===== config.mk =====
export PLATFORM = sky130hd
export DESIGN_NAME = uart_tx_mux
export DESIGN_NICKNAME = d
export VERILOG_FILES = /design/src/rtl/console_pkg.sv /design/src/rtl/byte_fifo.sv /design/src/rtl/uart_tx_mux.sv
export SDC_FILE = /design/constraint.sdc
export NUM_CORES = 1
export LEC_CHECK = 0
export CAP_MARGIN = 20
export CELL_PAD_IN_SITES_DETAIL_PLACEMENT = 1
export CELL_PAD_IN_SITES_GLOBAL_PLACEMENT = 1
export CORE_MARGIN = 4
export CORE_UTILIZATION = 35
export DETAILED_ROUTE_END_ITERATION = 8
export PLACE_DENSITY = 0.58
export SLEW_MARGIN = 40
export SYNTH_ARGS = -nofsm -noshare
export SYNTH_HDL_FRONTEND = slang
export SYNTH_HIERARCHICAL = 1
export SYNTH_SLANG_ARGS = --single-unit

===== constraint.sdc =====
create_clock -name clk -period 4.3 [get_ports clk]
set_input_delay 0.86 -clock clk [delete_from_list [all_inputs] [get_ports clk]]
set_output_delay 0.86 -clock clk [all_outputs]
set_load 0.01 [all_outputs]

===== src/rtl/console_pkg.sv =====
// Shared console types: transmit-mux FSM states and the ASCII control bytes it recognises.
package console_pkg;

  typedef enum logic [1:0] {
    IDLE,
    ISSUE,
    WAIT_BUSY,
    WAIT_DONE
  } tx_mux_state_t;

  localparam logic [7:0] ASCII_CR = 8'h0D;
  localparam logic [7:0] ASCII_LF = 8'h0A;

endpackage


===== src/rtl/byte_fifo.sv =====
// Power-of-two byte FIFO with registered full/empty; head is visible on pop_data while not empty.
// Writes while full and reads while empty are ignored; push and pop in one cycle keep the count.
module byte_fifo #(
  parameter int DATA_WIDTH = 8,
  parameter int FIFO_DEPTH = 16
) (
  input  logic                  clk,
  input  logic                  rst,
  input  logic                  push,
  input  logic [DATA_WIDTH-1:0] push_data,
  input  logic                  pop,
  output logic [DATA_WIDTH-1:0] pop_data,
  output logic                  full,
  output logic                  empty
);

  localparam int AW = $clog2(FIFO_DEPTH);

  logic [DATA_WIDTH-1:0] mem [FIFO_DEPTH];
  logic [AW-1:0]         wr_ptr;
  logic [AW-1:0]         rd_ptr;
  logic [AW:0]           count_q;
  logic [AW:0]           count_d;
  logic                  do_push;
  logic                  do_pop;

  // full is taken from the registered count, so a push into a full FIFO is lost even when a pop frees a slot
  assign do_push  = push && !full;
  assign do_pop   = pop && !empty;
  assign pop_data = mem[rd_ptr];

  always_comb begin
    count_d = count_q;
    if (do_push && !do_pop) begin
      count_d = count_q + 1'b1;
    end else if (!do_push && do_pop) begin
      count_d = count_q - 1'b1;
    end
  end

  always_ff @(posedge clk) begin
    if (do_push) begin
      mem[wr_ptr] <= push_data;
    end
  end

  always_ff @(posedge clk or posedge rst) begin
    if (rst) begin
      wr_ptr  <= '0;
      rd_ptr  <= '0;
      count_q <= '0;
      full    <= 1'b0;
      empty   <= 1'b1;
    end else begin
      if (do_push) begin
        wr_ptr <= wr_ptr + 1'b1;
      end
      if (do_pop) begin
        rd_ptr <= rd_ptr + 1'b1;
      end
      count_q <= count_d;
      full    <= (count_d == (AW + 1)'(FIFO_DEPTH));
      empty   <= (count_d == '0);
    end
  end

endmodule


===== src/rtl/uart_tx_mux.sv =====
// Round-robin merge of NUM_SRC byte FIFOs onto the transmitter start/busy handshake; src_valid to tx_start is 2 cycles.
// Writes to a full source are dropped and flagged in sticky overflow; TX_MUX_CRLF_EN makes every CR be followed by an LF.
module uart_tx_mux
  import console_pkg::*;
#(
  parameter int NUM_SRC      = 2,
  parameter int DATA_WIDTH   = 8,
  parameter int FIFO_DEPTH   = 16,
  parameter int BUSY_TIMEOUT = 4
) (
  input  logic                          clk,
  input  logic                          rst,
  input  logic [NUM_SRC-1:0]            src_valid,
  input  logic [NUM_SRC*DATA_WIDTH-1:0] src_data,
  output logic [NUM_SRC-1:0]            src_full,
  output logic [NUM_SRC-1:0]            overflow,
  output logic                          tx_start,
  output logic [DATA_WIDTH-1:0]         tx_data,
  input  logic                          tx_busy,
  output logic                          idle
);

  localparam int GW = (NUM_SRC > 1) ? $clog2(NUM_SRC) : 1;
  localparam int CW = $clog2(BUSY_TIMEOUT + 1);

  tx_mux_state_t         state_q;
  tx_mux_state_t         state_d;
  logic [GW-1:0]         last_grant_q;
  logic [GW-1:0]         grant;
  logic [CW-1:0]         tmo_q;
  logic [CW-1:0]         tmo_d;
  logic [NUM_SRC-1:0]    fifo_empty;
  logic [NUM_SRC-1:0]    fifo_full;
  logic [NUM_SRC-1:0]    pop;
  logic [DATA_WIDTH-1:0] head [NUM_SRC];
  logic                  any_ready;
  logic                  load_head;
  logic                  load_lf;
  logic                  crlf_due;

  for (genvar g = 0; g < NUM_SRC; g++) begin : g_src
    byte_fifo #(
      .DATA_WIDTH(DATA_WIDTH),
      .FIFO_DEPTH(FIFO_DEPTH)
    ) u_fifo (
      .clk      (clk),
      .rst      (rst),
      .push     (src_valid[g]),
      .push_data(src_data[g*DATA_WIDTH +: DATA_WIDTH]),
      .pop      (pop[g]),
      .pop_data (head[g]),
      .full     (fifo_full[g]),
      .empty    (fifo_empty[g])
    );
  end

  assign src_full  = fifo_full;
  assign any_ready = ~&fifo_empty;

`ifdef TX_MUX_CRLF_EN
  assign crlf_due = (tx_data == DATA_WIDTH'(ASCII_CR));
`else
  assign crlf_due = 1'b0;
`endif

  // first non-empty source after the previous grant, wrapping around
  always_comb begin
    logic          found;
    logic [GW-1:0] cand;
    grant = last_grant_q;
    found = 1'b0;
    cand  = '0;
    for (int k = 1; k <= NUM_SRC; k++) begin
      cand = GW'((int'(last_grant_q) + k) % NUM_SRC);
      if (!found && !fifo_empty[cand]) begin
        grant = cand;
        found = 1'b1;
      end
    end
  end

  always_comb begin
    state_d   = state_q;
    tmo_d     = tmo_q;
    pop       = '0;
    load_head = 1'b0;
    load_lf   = 1'b0;
    tx_start  = 1'b0;
    case (state_q)
      IDLE: begin
        if (!tx_busy && any_ready) begin
          pop[grant] = 1'b1;
          load_head  = 1'b1;
          state_d    = ISSUE;
        end
      end
      ISSUE: begin
        tx_start = 1'b1;
        tmo_d    = '0;
        state_d  = WAIT_BUSY;
      end
      WAIT_BUSY: begin
        if (tx_busy) begin
          state_d = WAIT_DONE;
        end else begin
          tmo_d = tmo_q + 1'b1;
          // a transmitter that never answers still counts as having sent the byte
          if (tmo_d == CW'(BUSY_TIMEOUT)) begin
            load_lf = crlf_due;
            state_d = crlf_due ? ISSUE : IDLE;
          end
        end
      end
      WAIT_DONE: begin
        if (!tx_busy) begin
          load_lf = crlf_due;
          state_d = crlf_due ? ISSUE : IDLE;
        end
      end
      default: state_d = IDLE;
    endcase
  end

  always_ff @(posedge clk or posedge rst) begin
    if (rst) begin
      state_q      <= IDLE;
      last_grant_q <= GW'(NUM_SRC - 1);
      tmo_q        <= '0;
      tx_data      <= '0;
      overflow     <= '0;
      idle         <= 1'b1;
    end else begin
      state_q <= state_d;
      tmo_q   <= tmo_d;
      if (load_head) begin
        tx_data      <= head[grant];
        last_grant_q <= grant;
      end else if (load_lf) begin
        tx_data <= DATA_WIDTH'(ASCII_LF);
      end
      overflow <= overflow | (src_valid & fifo_full);
      idle     <= (&fifo_empty) && (state_q == IDLE);
    end
  end

endmodule


==> flow_metrics.env <==
export IMPL_max_stage_delay_ps=570
export IMPL_p_per_area_nw_per_um2=645
export IMPL_reg2regPathDepth=8
export IMPL_synth_enable_flop_cells=256
export IMPL_final_min_clock_period_ps=3300
export IMPL_drc=0
export IMPL_end_kind="register"
export IMPL_antenna_cells=0
export IMPL_internal_power_mw=6.43
export IMPL_post_cts_resized=0
export IMPL_post_route_period_util=0.767
export IMPL_cts_setup_buffers=0
export IMPL_switching_share=0.309
export IMPL_crit_path_end="g_src[1].u_fifo/full"
export IMPL_cp_arrival_ps=3740
export IMPL_rr_endpoint="g_src[1].u_fifo/full"
export IMPL_cts_sinks=303
export IMPL_worst_pin_slew_ps=757
export IMPL_synth_area_leader_cell="edfxtp_1"
export IMPL_gp_congestion=0.735
export IMPL_synth_seq_cells=303
export IMPL_cts_root_buf="clkbuf_16"
export IMPL_synthMuxAreaShare=0.134
export IMPL_yosys_area_share_adder=0.0158
export IMPL_syn_nets=732
export IMPL_dieArea_um2=39200
export IMPL_io_pins=35
export IMPL_grt_usage=0.144
export IMPL_cap_violations=0
export IMPL_drt_total_wl_mm=27.6
export IMPL_cts_buffers_inserted=35
export IMPL_ant_nets=0
export IMPL_path_class="input pin to register"
export IMPL_busiest_layer="met2"
export IMPL_grt_util_met1=0.182
export IMPL_rr_startpoint="state_q[0]"
export IMPL_syn_to_final_growth_pct=14.2
export IMPL_met2_usage=0.250
export IMPL_max_freq_mhz=303
export IMPL_ys_warn_count=6
export IMPL_slowest_stage="clkdlybuf4s50_1"
export IMPL_start_kind="input pin"
export IMPL_grt_overflow_total=0
export IMPL_finalSetupTns_ps=0
export IMPL_syn_area_per_cell_um2=18.2
export IMPL_grt_pass1_vias=6931
export IMPL_cp_max_fo=19
export IMPL_port_buffers=34
export IMPL_async_flop_share=0.155
export IMPL_vias=6320
export IMPL_power_frac_clock=0.301
export IMPL_p_leak_nw=4.90
export IMPL_setup_violations=0
export IMPL_vdd_ir_drop_max_v=0.000324
export IMPL_synthDistinctLibCells=44
export IMPL_synth_top_area_share=0.608
export IMPL_cp_required_ps=4740
export IMPL_slew_viol_final=0
export IMPL_synthTopCellsByCount="edfxtp_1, dfrtp_1, mux4_1, and2_1"
export IMPL_hold_viol_final=0
export IMPL_rows=69
export IMPL_die_w_um=198
export IMPL_clock_path_buffers=3
export IMPL_synth_area_um2=12600
export IMPL_wl_per_cell_um=22.5
export IMPL_cts_tree="done"
export IMPL_finalNetCount=777
export IMPL_worst_hold_slack_ps=452
export IMPL_detailed_place_hpwl_mm=17.9
export IMPL_crit_family="simple AND/OR/NAND/NOR gates"
export IMPL_drive_above_1_share=0.120
export IMPL_power_switching_mw=2.88
export IMPL_core_um2=35600
export IMPL_htree_levels=2
export IMPL_slew_headroom=0.494
export IMPL_ys_seq_area_frac=0.702
export IMPL_synthCells=695
export IMPL_drt_iter0_drc=391
export IMPL_firstDrtPassIters=4
export IMPL_skew_ps=12.3
export IMPL_synth_ff_type="edfxtp_1"
export IMPL_pwr_share_seq=0.448
export IMPL_status="finished clean"
export IMPL_use_met3=0.0264
export IMPL_synth_area_leaders="edfxtp_1, dfrtp_1, mux4_1, mux4_2, and2_1"
export IMPL_synthXorXnorAreaFrac=0.0132
export IMPL_clk_latency_ps=530
export IMPL_grt_pass1_wl_mm=42.6
export IMPL_clk_pin_slew_ps=60
export IMPL_synthSimpleGateAreaFrac=0.0680
export IMPL_synth_compound_area_frac=0.0409
export IMPL_start_util=0.355
export IMPL_crit_chain="clkdlybuf4s50_1 -> a2111oi_4 -> buf_4 -> and3_1 -> nor2b_1 -> nor2_1 -> nor4_1 -> o32ai_1 -> nor3_1"
export IMPL_grt_max_degree=35
export IMPL_synth_top_family_by_area="multiplexers"
export IMPL_dieHeight_um=198
export IMPL_grt_antenna_before_repair=0
export IMPL_total_power_mw=9.31
export IMPL_synth_most_common_cell="edfxtp_1"
export IMPL_min_path_type="register to register"
export IMPL_comb_power_share=0.251
export IMPL_grt_setup_unrepaired="no"
export IMPL_hold_buffers=0
export IMPL_path_buf_inv=2
export IMPL_cp_depth=9
export IMPL_rrSetupSlack_ps=1480
export IMPL_avgViaCountPerCell=5.15
export IMPL_crit_start="tx_busy"
metal layers:
| layer | vias to the layer above | part of all wire |
|---|---|---|
| met3 | 31 | 0.038 |
| met5 | - | 0 |
| met2 | 106 | 0.51 |
| met4 | 0 | 0.024 |
| met1 | 3325 | 0.42 |
| li1 | 2858 | - |
worst min-delay path by stage:
stage,from,end,slack [ps],cells past startpoint
3_5_place_dp,overflow[0],overflow[0],450,1
4_1_cts,overflow[1],overflow[1],460,1
3_3_place_gp,overflow[1],overflow[1],440,1
2_1_floorplan,g_src[0].u_fifo/count_q[4],g_src[0].u_fifo/count_q[4],480,2
6_report,overflow[1],overflow[1],450,1
5_1_grt,overflow[1],overflow[1],470,1
cell families after synthesis:
group           Yosys count
compound gates           76
buf+inv                  47
flops                   303
mux                      75
simple gates            159
xor+xnor                 19
fa+ha+maj                16
state kept, by name (all words and copies together) (netlist names):
name	cells
g_src.u_fifo/mem	256
g_src.u_fifo/count_q	10
g_src.u_fifo/rd_ptr	8
g_src.u_fifo/wr_ptr	8
tx_data	8
tmo_q	3
g_src.u_fifo/empty	2
g_src.u_fifo/full	2
overflow	2
state_q	2
idle	1
last_grant_q	1
area by class of cell:
class	instances	area [um^2]
fill	3427	21100
sequential	303	8880
tap	461	577
clock buffer	48	966
multi-input combinational	345	3440
inverter	14	52.6
clock inverter	16	119
timing repair buffer	41	393
placed cells by master, fill, tap and decap left out, types with 3 or more instances in the layout:
master / instances
and2_1: 34
nand2b_1: 6
a211oi_1: 10
a31oi_1: 10
dfstp_2: 4
xnor2_1: 16
nand4_1: 4
clkinv_1: 6
ha_1: 16
nor3b_1: 4
nor2_1: 26
nor4_1: 4
nand3_1: 14
mux4_2: 26
buf_4: 7
and3_1: 8
clkbuf_16: 36
and2b_1: 3
mux2i_1: 10
xor2_1: 3
clkdlybuf4s50_1: 34
nor2b_1: 20
edfxtp_1: 256
a21o_1: 4
dfrtp_1: 39
mux4_1: 38
o21ai_0: 12
a21oi_1: 13
clkbuf_1: 10
o211ai_1: 4
nand2_1: 23
inv_1: 13
clkinv_2: 5
a22oi_1: 15
nor3_1: 10
stage by stage:
step	instance area, um^2	std cells	util	worst slack (ps)
finish	14400	1228	0.406	1000
global route	14400	1228	0.406	767
CTS	14400	1228	0.405	1050
detailed placement	13300	1164	0.375	543
global placement	13300	1164	0.375	639
floorplan	12600	695	-	1760
power groups by stage:
stage	Combinational, mW	Sequential, mW	Clock, mW
global placement	2.27	4.20	0
floorplan	1.92	3.89	0
CTS	2.38	4.19	2.90
global route	2.54	4.25	3.02
finish	2.34	4.17	2.80
detailed placement	2.37	4.24	0
Note: power is estimated with default switching activity, not from simulation.
